[src/rtl/sample_rate_monitor.sv]
// Sample clock rate monitor: measures sample_clk periods in clk_in cycles and
// tracks lock to the nominal rate with hysteresis on good/bad period runs.
module sample_rate_monitor #(
    parameter int NOMINAL    = 128,
    parameter int TOL        = 2,
    parameter int LOCK_CNT   = 4,
    parameter int UNLOCK_CNT = 2
) (
    input  logic       clk_in,
    input  logic       reset_n,
    input  logic       sample_clk,
    output logic       sample_stb,
    output logic [8:0] period,
    output logic       locked,
    output logic       err_stb
);

    // state  | meaning
    // SEARCH | no lock, waiting for a first good period
    // ACQ    | counting consecutive good periods towards lock
    // LOCKED | rate within tolerance
    // FAULT  | still locked, counting consecutive bad periods towards unlock
    typedef enum logic [1:0] {S_SEARCH, S_ACQ, S_LOCKED, S_FAULT} state_t;

    localparam logic [9:0] NOM_W    = 10'(NOMINAL);
    localparam logic [9:0] TOL_W    = 10'(TOL);
    localparam logic [7:0] LOCK_W   = 8'(LOCK_CNT);
    localparam logic [7:0] UNLOCK_W = 8'(UNLOCK_CNT);

    logic       sync1_q, sync2_q, sync3_q;
    logic [8:0] cnt_q, cnt_d;
    logic       seen_q, seen_d;
    state_t     state_q, state_d;
    logic [7:0] good_cnt_q, good_cnt_d;
    logic [7:0] bad_cnt_q, bad_cnt_d;
    logic       sample_stb_q;
    logic [8:0] period_q, period_d;
    logic       locked_q, locked_d;
    logic       err_stb_q, err_stb_d;

    logic       rise, timeout, eval, good;
    logic [8:0] meas;
    logic [9:0] diff;

    assign rise    = sync2_q & ~sync3_q;
    assign timeout = ~rise & (cnt_q == 9'd510);
    assign meas    = (cnt_q == 9'd511) ? 9'd511 : cnt_q + 9'd1;
    assign eval    = rise & seen_q;
    assign diff    = ({1'b0, meas} >= NOM_W) ? {1'b0, meas} - NOM_W : NOM_W - {1'b0, meas};
    assign good    = (diff <= TOL_W);

    always_comb begin
        cnt_d  = cnt_q;
        seen_d = seen_q;
        if (rise) begin
            cnt_d  = 9'd0;
            seen_d = 1'b1;
        end else begin
            if (cnt_q != 9'd511) cnt_d = cnt_q + 9'd1;
            if (timeout) seen_d = 1'b0;
        end
    end

    always_ff @(posedge clk_in or negedge reset_n) begin
        if (!reset_n) begin
            state_q    <= S_SEARCH;
            good_cnt_q <= 8'd0;
            bad_cnt_q  <= 8'd0;
        end else begin
            state_q    <= state_d;
            good_cnt_q <= good_cnt_d;
            bad_cnt_q  <= bad_cnt_d;
        end
    end

    // A timeout never coincides with an evaluation: timeout requires no rise.
    always_comb begin
        state_d    = state_q;
        good_cnt_d = good_cnt_q;
        bad_cnt_d  = bad_cnt_q;
        if (timeout) begin
            state_d    = S_SEARCH;
            good_cnt_d = 8'd0;
            bad_cnt_d  = 8'd0;
        end else if (eval) begin
            case (state_q)
                S_SEARCH: begin
                    if (good) begin
                        if (LOCK_W <= 8'd1) begin
                            state_d    = S_LOCKED;
                            good_cnt_d = 8'd0;
                        end else begin
                            state_d    = S_ACQ;
                            good_cnt_d = 8'd1;
                        end
                    end
                end
                S_ACQ: begin
                    if (!good) begin
                        state_d    = S_SEARCH;
                        good_cnt_d = 8'd0;
                    end else if (good_cnt_q + 8'd1 >= LOCK_W) begin
                        state_d    = S_LOCKED;
                        good_cnt_d = 8'd0;
                    end else begin
                        good_cnt_d = good_cnt_q + 8'd1;
                    end
                end
                S_LOCKED: begin
                    if (!good) begin
                        if (UNLOCK_W <= 8'd1) begin
                            state_d   = S_SEARCH;
                            bad_cnt_d = 8'd0;
                        end else begin
                            state_d   = S_FAULT;
                            bad_cnt_d = 8'd1;
                        end
                    end
                end
                S_FAULT: begin
                    if (good) begin
                        state_d   = S_LOCKED;
                        bad_cnt_d = 8'd0;
                    end else if (bad_cnt_q + 8'd1 >= UNLOCK_W) begin
                        state_d   = S_SEARCH;
                        bad_cnt_d = 8'd0;
                    end else begin
                        bad_cnt_d = bad_cnt_q + 8'd1;
                    end
                end
                default: begin
                    state_d    = S_SEARCH;
                    good_cnt_d = 8'd0;
                    bad_cnt_d  = 8'd0;
                end
            endcase
        end
    end

    always_comb begin
        locked_d  = (state_d == S_LOCKED) || (state_d == S_FAULT);
        err_stb_d = timeout | (eval & ~good);
        period_d  = eval ? meas : period_q;
    end

    always_ff @(posedge clk_in or negedge reset_n) begin
        if (!reset_n) begin
            sync1_q      <= 1'b0;
            sync2_q      <= 1'b0;
            sync3_q      <= 1'b0;
            cnt_q        <= 9'd0;
            seen_q       <= 1'b0;
            sample_stb_q <= 1'b0;
            period_q     <= 9'd0;
            locked_q     <= 1'b0;
            err_stb_q    <= 1'b0;
        end else begin
            sync1_q      <= sample_clk;
            sync2_q      <= sync1_q;
            sync3_q      <= sync2_q;
            cnt_q        <= cnt_d;
            seen_q       <= seen_d;
            sample_stb_q <= rise;
            period_q     <= period_d;
            locked_q     <= locked_d;
            err_stb_q    <= err_stb_d;
        end
    end

    assign sample_stb = sample_stb_q;
    assign period     = period_q;
    assign locked     = locked_q;
    assign err_stb    = err_stb_q;

endmodule

[config.mk]
export PLATFORM = sky130hd
export DESIGN_NAME = sample_rate_monitor
export DESIGN_NICKNAME = d
export VERILOG_FILES = /design/src/rtl/sample_rate_monitor.sv
export SDC_FILE = /design/constraint.sdc
export NUM_CORES = 1
export LEC_CHECK = 0
export ABC_AREA = 0
export BUFFER_PORTS_ARGS = -buffer_cell sky130_fd_sc_hd__buf_2
export CORE_MARGIN = 2
export CORE_UTILIZATION = 50
export CTS_CLUSTER_SIZE = 20
export DETAILED_ROUTE_END_ITERATION = 10
export PLACE_DENSITY = 0.68
export SLEW_MARGIN = 20
export SYNTH_ARGS = -nofsm -noshare
export SYNTH_HDL_FRONTEND = slang
export SYNTH_SLANG_ARGS = --single-unit
export TNS_END_PERCENT = 30
[constraint.sdc]
create_clock -name clk_in -period 5 [get_ports clk_in]
set_clock_uncertainty 0.05 [all_clocks]
set_input_delay 0.5 -clock clk_in [delete_from_list [all_inputs] [get_ports clk_in]]
set_output_delay 0.5 -clock clk_in [all_outputs]
set_load 0.1 [all_outputs]
==> results.md, run 1 <==
* Status: finished, final reports clean
* Vias in the first global route at 1557
* Async set or reset register ratio after synthesis at 100%
* Antenna Nets Post-Route at 0
* Remaining DRCs at 0
* CTS tree: yes
* Most frequent cells in the layout: dfrtp_1 (43), nand2_1 (39), nor2_1 (20), o21ai_0 (14), buf_2 (14)
* Initial antenna violation count at 0
* Largest family of logic cells by synthesized area: simple AND/OR/NAND/NOR gates
* Largest net degree at the start of global routing at 44
* Post-CTS Resized at 0
* Logic pwr share at 28.4%
* # rows at 24
* Number of synthesized register bits at 43
* VDD IR max at 191 uV
* Setup Viol. Count Final at 0
* Mux cell area share after synthesis at 0.951%
* Vias after detailed routing at 1755
* Total Wirelength at 4380 um
* Final worst path period share at 75.2%
* Worst-Margin Slew at 0.917 ns
* Register area share after synthesis at 48.1%
* Post-cts hold buffer count at 0
* Overflow after GRT at 0
* H-Tree Level Count at 2
* Synth Area in Adders at 5.03%
* Global-route usage over all layers at 18.5%
* Post-Synth XOR/XNOR Area at 2.74%
* WS Path Type: reg -> reg
* Hold Crit Class: in -> reg
* Maximum root-to-sink buffer count at 2
* Footprint of the multi-input gates at 1080 um2
* Total negative slack at 0 ns
* Pint at 0.000533 W
* Pins Over Slew Limit at 0
* CP Capture Type: flip-flop
* CTS Buf Count at 5
* Clk_lat worst skew at 0.30 ns
* Die H at 70.9 um
* Net Count, Synth at 251
* # diodes at 0
* Worst-path maximum fanout at 9
* Non-filler cells, final at 306
* Hpwl dp at 3020 um
* Via/cell ratio at 5.74
* Tmin final at 3.76 ns
* P_sw at 0.000335 W
* # IOs at 15
* Router iterations before antenna repair at 4
* Synth Cell Area at 2240 um2
* CP Data Arrival Time at 3.94 ns
* Number of port buffers at 14
* Yosys warns at 0
* FMAX at 266 MHz
* Commonest non-fill, non-tap cell in the layout: dfrtp_1
* Cell count after synthesis at 239
* Clock root cell: clkbuf_8
* Switching share of power at 38.6%
* Synth Area in Simple Gates at 22.8%
* Compound-Gate Fraction of Synth Area at 17.0%
* Die W at 70.9 um
* Fin nets at 265
* Die ar. at 5030 um2
* Fillers at 388
* Share of layout cells above drive strength 1 at 10.6%
* Wire per inst at 14.3 um
* Area growth from synthesis to layout at 8.45%
* Initial drt markers at 100
* Post-CTS setup buffer count at 0
* Leakage at 1.13 nW
* Reg power frac at 47.0%
* Hold Vio Cnt, Final at 0
* Worst setup SP type: flip-flop
* Inst Count DP at 298
* Max-Cap Viols at 0
* Worst Path Required at 5.18 ns
* Avg Cell Area, Syn at 9.36 um2
* Number of flops mapped to enable cells by yosys at 0
* CTS sink cnt at 43
* Placer Congestion at 0.796
* Core area at 4320 um2
* First-pass GRT wire length at 7300 um
* Pwr dens at 357 nW/um2
* RSZ-0062 raised after global routing: no
* Post-synth cell types at 49
* Main synth FF type: dfrtp_1
* Worst-path clk slew at 0.08 ns
* Slew margin rel. at 38.9%
* Clock share of power at 24.7%
* Seq. cell area at 1080 um2
* Initial Utilization at 51.7%
-- layer usage --
layer	global-route usage (%)	vias up	part of all wire [%]
li1	-	882	-
met1	26.7	828	50
met2	27.5	40	43
met3	4.27	5	4.8
met4	6.92	0	1.4
met5	0	-	0
-- logic make-up (layout without fill, tap and decap cells) --
logic type,after synthesis,count (layout)
buf+inv,17,32
mux,2,2
compound gates,56,56
xor+xnor,7,7
simple gates,105,105
fa+ha+maj,9,9
flops,43,43
-- sequential cells by signal, indices dropped and copies added, names as in the netlist --
signal	cells
good_cnt_q	8
sample_stb	1
seen_q	1
sync1_q	1
locked	1
sync2_q	1
state_q	2
sync3_q	1
cnt_q	9
period	9
err_stb	1
bad_cnt_q	8
-- Yosys cell counts, types with 4 or more instances --
library cell | instances | area (um2)
nor2_1 | 20 | 75.1
o21ai_0 | 14 | 70.1
nor3_1 | 10 | 50.1
xnor2_1 | 7 | 61.3
nand4_1 | 4 | 25.0
ha_1 | 9 | 113
nor2b_1 | 8 | 50.1
nand2_1 | 39 | 146
clkbuf_1 | 6 | 22.5
nand3_1 | 6 | 30.0
dfrtp_1 | 43 | 1080
inv_1 | 8 | 30.0
a21oi_1 | 12 | 60.1
-- path summary, 6_finish.rpt --
kind	startpoint	to	slack, ns	cells past startpoint
worst min-delay path	sample_clk	sync1_q	0.26	1
worst max register to register	cnt_q[0]	bad_cnt_q[7]	1.24	11
min in group asynchronous	reset_n	state_q[0]	0.29	1
max in group asynchronous	reset_n	good_cnt_q[2]	4.05	1
worst max-delay path	cnt_q[0]	bad_cnt_q[7]	1.24	11
worst min register to register	sync1_q	sync2_q	0.31	0
-- worst max-delay path, cell delays in order, from the launching register on --
cell and delay, ns:
dfrtp_1 0.47, ha_1 0.26, nand3_1 0.28, or3_1 0.46
inv_1 0.07, ha_1 0.19, nor2b_1 0.09, ha_1 0.22
o41a_1 0.42, o32ai_1 0.60, a31oi_1 0.40, nor2_1 0.19
-- power by group through the flow --
| stage | Sequential [W] | Clock (W) | Combinational (W) |
|---|---|---|---|
| 2_1_floorplan | 0.000505 | 0 | 0.000115 |
| 3_3_place_gp | 0.000412 | 0 | 0.000248 |
| 3_5_place_dp | 0.000413 | 0 | 0.000245 |
| 4_1_cts | 0.000406 | 0.000221 | 0.000246 |
| 5_1_grt | 0.000411 | 0.000236 | 0.000265 |
| 6_report | 0.000408 | 0.000214 | 0.000246 |
-- per-stage QoR --
step	hold WS, ns	area, um2	power, W	util (%)	setup slack, ns
after floorplan	0.154	2240	0.000619	-	1.02
after global placement	0.288	2340	0.000660	54.1	1.43
after detailed placement	0.286	2340	0.000658	54.1	1.34
after CTS	0.245	2430	0.000873	56.1	1.28
after global routing	0.241	2430	0.000912	56.1	1.06
final	0.257	2430	0.000867	56.1	1.24
-- cell type report --
cell class | instances | area share [%]
Clock inverter | 2 | 0.516
Clock buffer | 6 | 2.99
Inverter | 8 | 1.24
Tap cell | 52 | 2.68
Timing Repair Buffer | 16 | 3.51
Multi-Input combinational cell | 179 | 44.7
Sequential cell | 43 | 44.4
Power figures use the tool's default switching activity.
==> run 2: changes to the inputs <==
Settings changed: PLACE_DENSITY 0.68 to 0.71.
Clock period 5 ns to 3.1 ns, I/O delays scaled along.
==> run 2 against run 1 <==
Fmax up 24%. Non-clock buffer count up 17. Sequential cell count unchanged. Register-to-register slack worse by 1.2 ns. Combinational power up 94%. Critical path type unchanged.
==> results.md, run 2 (synthesized netlist as in run 1, its figures left out) <==
* Status: finished, final reports clean (unchanged)
* Antenna Nets Post-Route at 0 (unchanged)
* Hold Vio Cnt, Final at 0 (unchanged)
* Vias in the first global route at 1786 (was 1557)
* Initial Utilization at 51.7% (unchanged)
* VDD IR max at 329 uV (was 191 uV)
* First-pass GRT wire length at 8150 um (was 7300 um)
* Worst-path maximum fanout at 6 (was 9)
* Largest net degree at the start of global routing at 44 (unchanged)
* Final instance area at 2650 um2 (was 2430 um2)
* Min Hold Slack at 0.0609 ns (was 0.257 ns)
* Tmin final at 3.03 ns (was 3.76 ns)
* Vias after detailed routing at 1843 (was 1755)
* Leakage at 1.23 nW (was 1.13 nW)
* CTS sink cnt at 43 (unchanged)
* Fillers at 369 (was 388)
* Share of layout cells above drive strength 1 at 19.9% (was 10.6%)
* RSZ-0062 raised after global routing: yes (was no)
* Setup Viol. Count Final at 0 (unchanged)
* Number of port buffers at 14 (unchanged)
* Reg power frac at 40.5% (was 47.0%)
* Router iterations before antenna repair at 4 (unchanged)
* Logic pwr share at 30.4% (was 28.4%)
* CP Data Arrival Time at 3.20 ns (was 3.94 ns)
* Initial drt markers at 88 (was 100)
* Slew margin rel. at 37.2% (was 38.9%)
* Clk_lat worst skew at 0.30 ns (about the same)
* Total Wirelength at 4660 um (was 4380 um)
* CTS tree: yes (unchanged)
* Die W at 70.9 um (unchanged)
* Hpwl dp at 3210 um (was 3020 um)
* Remaining DRCs at 0 (unchanged)
* Hold Crit Class: in -> reg (unchanged)
* Overflow after GRT at 0 (unchanged)
* Die ar. at 5030 um2 (unchanged)
* Clock share of power at 29.1% (was 24.7%)
* Max-Cap Viols at 0 (unchanged)
* Pint at 0.000999 W (was 0.000533 W)
* Global-route usage over all layers at 20.5% (was 18.5%)
* # IOs at 15 (unchanged)
* P_sw at 0.000570 W (was 0.000335 W)
* Clock root cell: clkbuf_8 (unchanged)
* # rows at 24 (unchanged)
* Worst-path clk slew at 0.08 ns (about the same)
* WS Path Type: reg -> reg (unchanged)
* Commonest non-fill, non-tap cell in the layout: dfrtp_1 (unchanged)
* Wire per inst at 14.4 um (was 14.3 um)
* Worst setup SP type: flip-flop (unchanged)
* Die H at 70.9 um (unchanged)
* H-Tree Level Count at 2 (unchanged)
* Switching share of power at 36.3% (was 38.6%)
* Fin util at 61.4% (was 56.1%)
* Most frequent cells in the layout: dfrtp_1 (43), nand2_1 (39), nor2_1 (19), buf_4 (19) (was dfrtp_1 (43), nand2_1 (39), nor2_1 (20), o21ai_0 (14), buf_2 (14))
* RR Startpoint: cnt_q[0] (unchanged)
* Maximum root-to-sink buffer count at 2 (unchanged)
* CP Capture Type: flip-flop (unchanged)
* Worst Path Required at 3.27 ns (was 5.18 ns)
* Via/cell ratio at 5.71 (was 5.74)
* FMAX at 330 MHz (was 266 MHz)
* Min-delay src: sample_clk (unchanged)
* Initial antenna violation count at 0 (unchanged)
* # diodes at 0 (unchanged)
* CP startpoint: cnt_q[0] (unchanged)
* Pwr dens at 591 nW/um2 (was 357 nW/um2)
* Placed cell areas at 2490 um2 (was 2340 um2)
* Pins Over Slew Limit at 0 (unchanged)
* Area growth from synthesis to layout at 18.6% (was 8.45%)
* Core area at 4320 um2 (unchanged)
* Fin nets at 282 (was 265)
* CTS Buf Count at 5 (unchanged)
* Placer Congestion at 0.787 (was 0.796)
* Final worst path period share at 97.7% (was 75.2%)
* Worst-Margin Slew at 0.941 ns (was 0.917 ns)
-- run 2: stage by stage --
step	power [W]	std cells	setup TNS [ns]	worst slack, ns
final	0.00157	323	0	0.0721
after global routing	0.00165	323	-0.0474	-0.0210
after CTS	0.00158	321	0	0.00605
after detailed placement	0.00112	312	0	0.0210
after global placement	0.00111	312	0	0.117
after floorplan	0.00101	239	-0.902	-0.201
-- run 2: final timing paths --
check                      slack, ns  depth (start not counted)        end
max reg2reg                     0.07                         11     locked
max                             0.07                         11     locked
min reg2reg                     0.30                          0    sync2_q
min                             0.06                          1    sync1_q
max in group asynchronous       2.32                          1  period[5]
min in group asynchronous       0.09                          1  period[0]
-- run 2: layer usage --
layer,track usage (%),part of all wire (%),up-vias,routed length [um]
met2,31.2,46,38,2120
met4,8.39,1.4,0,63
met5,0,0,-,0
met1,28.4,50,880,2340
li1,-,-,920,-
met3,4.99,2.9,5,137
-- run 2: layout make-up --
cell class | instances | area, um2 | share of cell area (%)
repair buffers | 33 | 213 | 8.02
clock inverters | 2 | 35.0 | 1.32
clock buffers | 6 | 82.6 | 3.11
inverters | 8 | 30.0 | 1.13
well taps | 52 | 65.1 | 2.45
flip-flops and latches | 43 | 1080 | 40.5
multi-input cells | 179 | 1150 | 43.4
-- run 2: worst max-delay path: stages (launching register included) --
cell and delay (ns):
dfrtp_1 0.40, ha_4 0.18, nand3_4 0.06, or3_4 0.34, inv_2 0.07, ha_4 0.16, nor2b_1 0.08, ha_2 0.19
o41a_1 0.33, o32a_1 0.39, or4_4 0.50, a22oi_1 0.20
-- run 2: what timing repair did --
action                     CTS  global route
resized for setup            1             3
gates cloned                 0             0
hold buffers                 0             0
pin swaps                    1             2
setup endpoints to repair    2             9
setup buffers                1             2
-- run 2: power by group through the flow --
stage / Sequential, W / Combinational [W] / Clock [W]
2_1_floorplan: 0.000814 / 0.000195 / 0
6_report: 0.000635 / 0.000477 / 0.000456
3_5_place_dp: 0.000645 / 0.000472 / 0
4_1_cts: 0.000636 / 0.000475 / 0.000466
5_1_grt: 0.000643 / 0.000515 / 0.000491
3_3_place_gp: 0.000641 / 0.000470 / 0
==> run 3: changes to the inputs <==
Settings changed: BUFFER_PORTS_ARGS -buffer_cell sky130_fd_sc_hd__buf_2 to unset, DONT_BUFFER_PORTS set to 1, PLACE_DENSITY 0.71 to 0.68.
==> run 3 against run 2 <==
Sequential power up 28%. Design area fell by 1.8%. Final cell count down 4.3%. Critical path type unchanged. Routed wire length grew 1.9%.
==> results.md, run 3 (synthesized netlist as in run 1, its figures left out) <==
* Status: finished, final reports clean (unchanged)
* R2R cell count at 11 (unchanged)
* Remaining DRCs at 0 (unchanged)
* # IOs at 15 (unchanged)
* Final instance area at 2610 um2 (was 2650 um2)
* Fillers at 385 (was 369)
* Worst setup SP type: flip-flop (unchanged)
* Clk_lat worst skew at 0.30 ns (about the same)
* Worst r2r dst: locked (unchanged)
* Setup Viol. Count Final at 0 (unchanged)
* Vias in the first global route at 1563 (was 1786)
* Commonest non-fill, non-tap cell in the layout: dfrtp_1 (unchanged)
* Core area at 4320 um2 (unchanged)
* Largest net degree at the start of global routing at 44 (unchanged)
* Pins Over Slew Limit at 0 (unchanged)
* H-Tree Level Count at 2 (unchanged)
* Worst hold path depth at 0 (was 1)
* Initial antenna violation count at 0 (unchanged)
* Placed cell areas at 2410 um2 (was 2490 um2)
* Fin nets at 269 (was 282)
* CTS sink cnt at 43 (unchanged)
* Die W at 70.9 um (unchanged)
* CTS tree: yes (unchanged)
* Initial drt markers at 110 (was 88)
* Hpwl dp at 3170 um (was 3210 um)
* Pwr dens at 582 nW/um2 (was 591 nW/um2)
* Fin util at 60.3% (was 61.4%)
* Placer Congestion at 0.800 (was 0.787)
* Global-route usage over all layers at 19.1% (was 20.5%)
* Area growth from synthesis to layout at 16.5% (was 18.6%)
* Worst Path Required at 3.28 ns (was 3.27 ns)
* Router iterations before antenna repair at 4 (unchanged)
* Total Wirelength at 4750 um (was 4660 um)
* CTS Buf Count at 5 (unchanged)
* Final worst path period share at 97.7% (about the same)
* Share of layout cells above drive strength 1 at 15.2% (was 19.9%)
* Post-place setup slack at 0.0470 ns (was 0.0210 ns)
* Flop2flop setup slack at 0.07 ns (about the same)
* Overflow after GRT at 0 (unchanged)
* RSZ-0062 raised after global routing: yes (unchanged)
* Hold Crit Class: reg -> reg (was in -> reg)
* Worst-path maximum fanout at 7 (was 6)
* Worst-path clk slew at 0.08 ns (about the same)
* Vias after detailed routing at 1767 (was 1843)
* VDD IR max at 293 uV (was 329 uV)
* # diodes at 0 (unchanged)
* Initial Utilization at 51.7% (unchanged)
* Die H at 70.9 um (unchanged)
* Wire per inst at 15.4 um (was 14.4 um)
* Maximum root-to-sink buffer count at 2 (unchanged)
* Min Hold Slack at 0.307 ns (was 0.0609 ns)
* Clock root cell: clkbuf_8 (unchanged)
* Max-Cap Viols at 0 (unchanged)
* Slew margin rel. at 39.1% (was 37.2%)
* Most frequent cells in the layout: dfrtp_1 (43), nand2_1 (39), nor2_1 (19), buf_4 (17), o21ai_0 (14) (was dfrtp_1 (43), nand2_1 (39), nor2_1 (19), buf_4 (19))
* First-pass GRT wire length at 7670 um (was 8150 um)
* Min-delay src: sync1_q (was sample_clk)
* Hold Vio Cnt, Final at 0 (unchanged)
* Via/cell ratio at 5.72 (was 5.71)
* Leakage at 1.16 nW (was 1.23 nW)
* FMAX at 330 MHz (about the same)
* CP Capture Type: flip-flop (unchanged)
* RR Startpoint: cnt_q[1] (was cnt_q[0])
* Number of port buffers at 0 (was 14)
* Die ar. at 5030 um2 (unchanged)
* Final worst slack at 0.0711 ns (was 0.0721 ns)
* Worst-Margin Slew at 0.913 ns (was 0.941 ns)
* CP Data Arrival Time at 3.21 ns (was 3.20 ns)
* Antenna Nets Post-Route at 0 (unchanged)
* # rows at 24 (unchanged)
* Tmin final at 3.03 ns (about the same)
* Hold worst-path end: sync2_q (was sync1_q)
* WS Path Type: reg -> reg (unchanged)
run 3: cell types whose count changed in the layout (fill, tap and decap cells not counted), moves of 2 or more:
| cell | change |
|---|---|
| a22oi_1 | -2 |
| a22oi_2 | +2 |
| buf_2 | -14 |
| buf_4 | -2 |
| dlygate4sd3_1 | +2 |
run 3: critical path: stages (launching register included):
cell and delay, ns:
dfrtp_1 0.40, ha_4 0.16, nand3_4 0.06, or3_4 0.34, inv_2 0.07, ha_4 0.17
nor2b_1 0.08, ha_2 0.19, o41a_1 0.33, o32a_1 0.42, or4_4 0.52, a22oi_2 0.19
run 3: power by group:
group	leakage (nW)	internal [W]	switching [W]
Combinational	0.540	0.000122	0.000162
Clock	0.0513	0.000236	0.000185
Sequential	0.573	0.000600	0.000211
run 3: stage by stage:
step	power, W	TNS, ns	instances
after CTS	0.00151	0	307
after detailed placement	0.00108	0	297
after floorplan	0.00101	-0.902	239
final	0.00152	0	309
after global placement	0.00107	0	297
after global routing	0.00158	-0.0836	309
run 3: worst max-delay path by stage:
stage | from | to | slack [ns]
after floorplan | cnt_q[0] | locked | -0.20
after global placement | cnt_q[0] | locked | 0.11
after detailed placement | cnt_q[0] | state_q[1] | 0.05
after CTS | cnt_q[0] | state_q[1] | 0.03
after global routing | cnt_q[1] | locked | -0.06
final | cnt_q[1] | locked | 0.07
run 3: layout make-up:
cell class / count / area [um2] / area share [%]
inverters: 8 / 30.0 / 1.15
clock buffers: 6 / 72.6 / 2.78
multi-input cells: 179 / 1160 / 44.4
repair buffers: 20 / 175 / 6.72
well taps: 52 / 65.1 / 2.50
clock inverters: 1 / 30.0 / 1.15
flip-flops and latches: 43 / 1080 / 41.3
run 3: layer usage:
layer,global-route usage [%],vias up,wire [um]
met5,0,-,0
met4,6.29,0,58
met3,3.85,6,142
met2,28.2,29,2110
met1,28.3,844,2440
li1,-,888,-
run 3: what timing repair did:
item / CTS / global route
endpoints found under the hold margin: 44 / 0
endpoints found under the setup margin: 0 / 9
hold buffers: 3 / 0
gates resized for setup: 0 / 5
setup buffers: 0 / 2
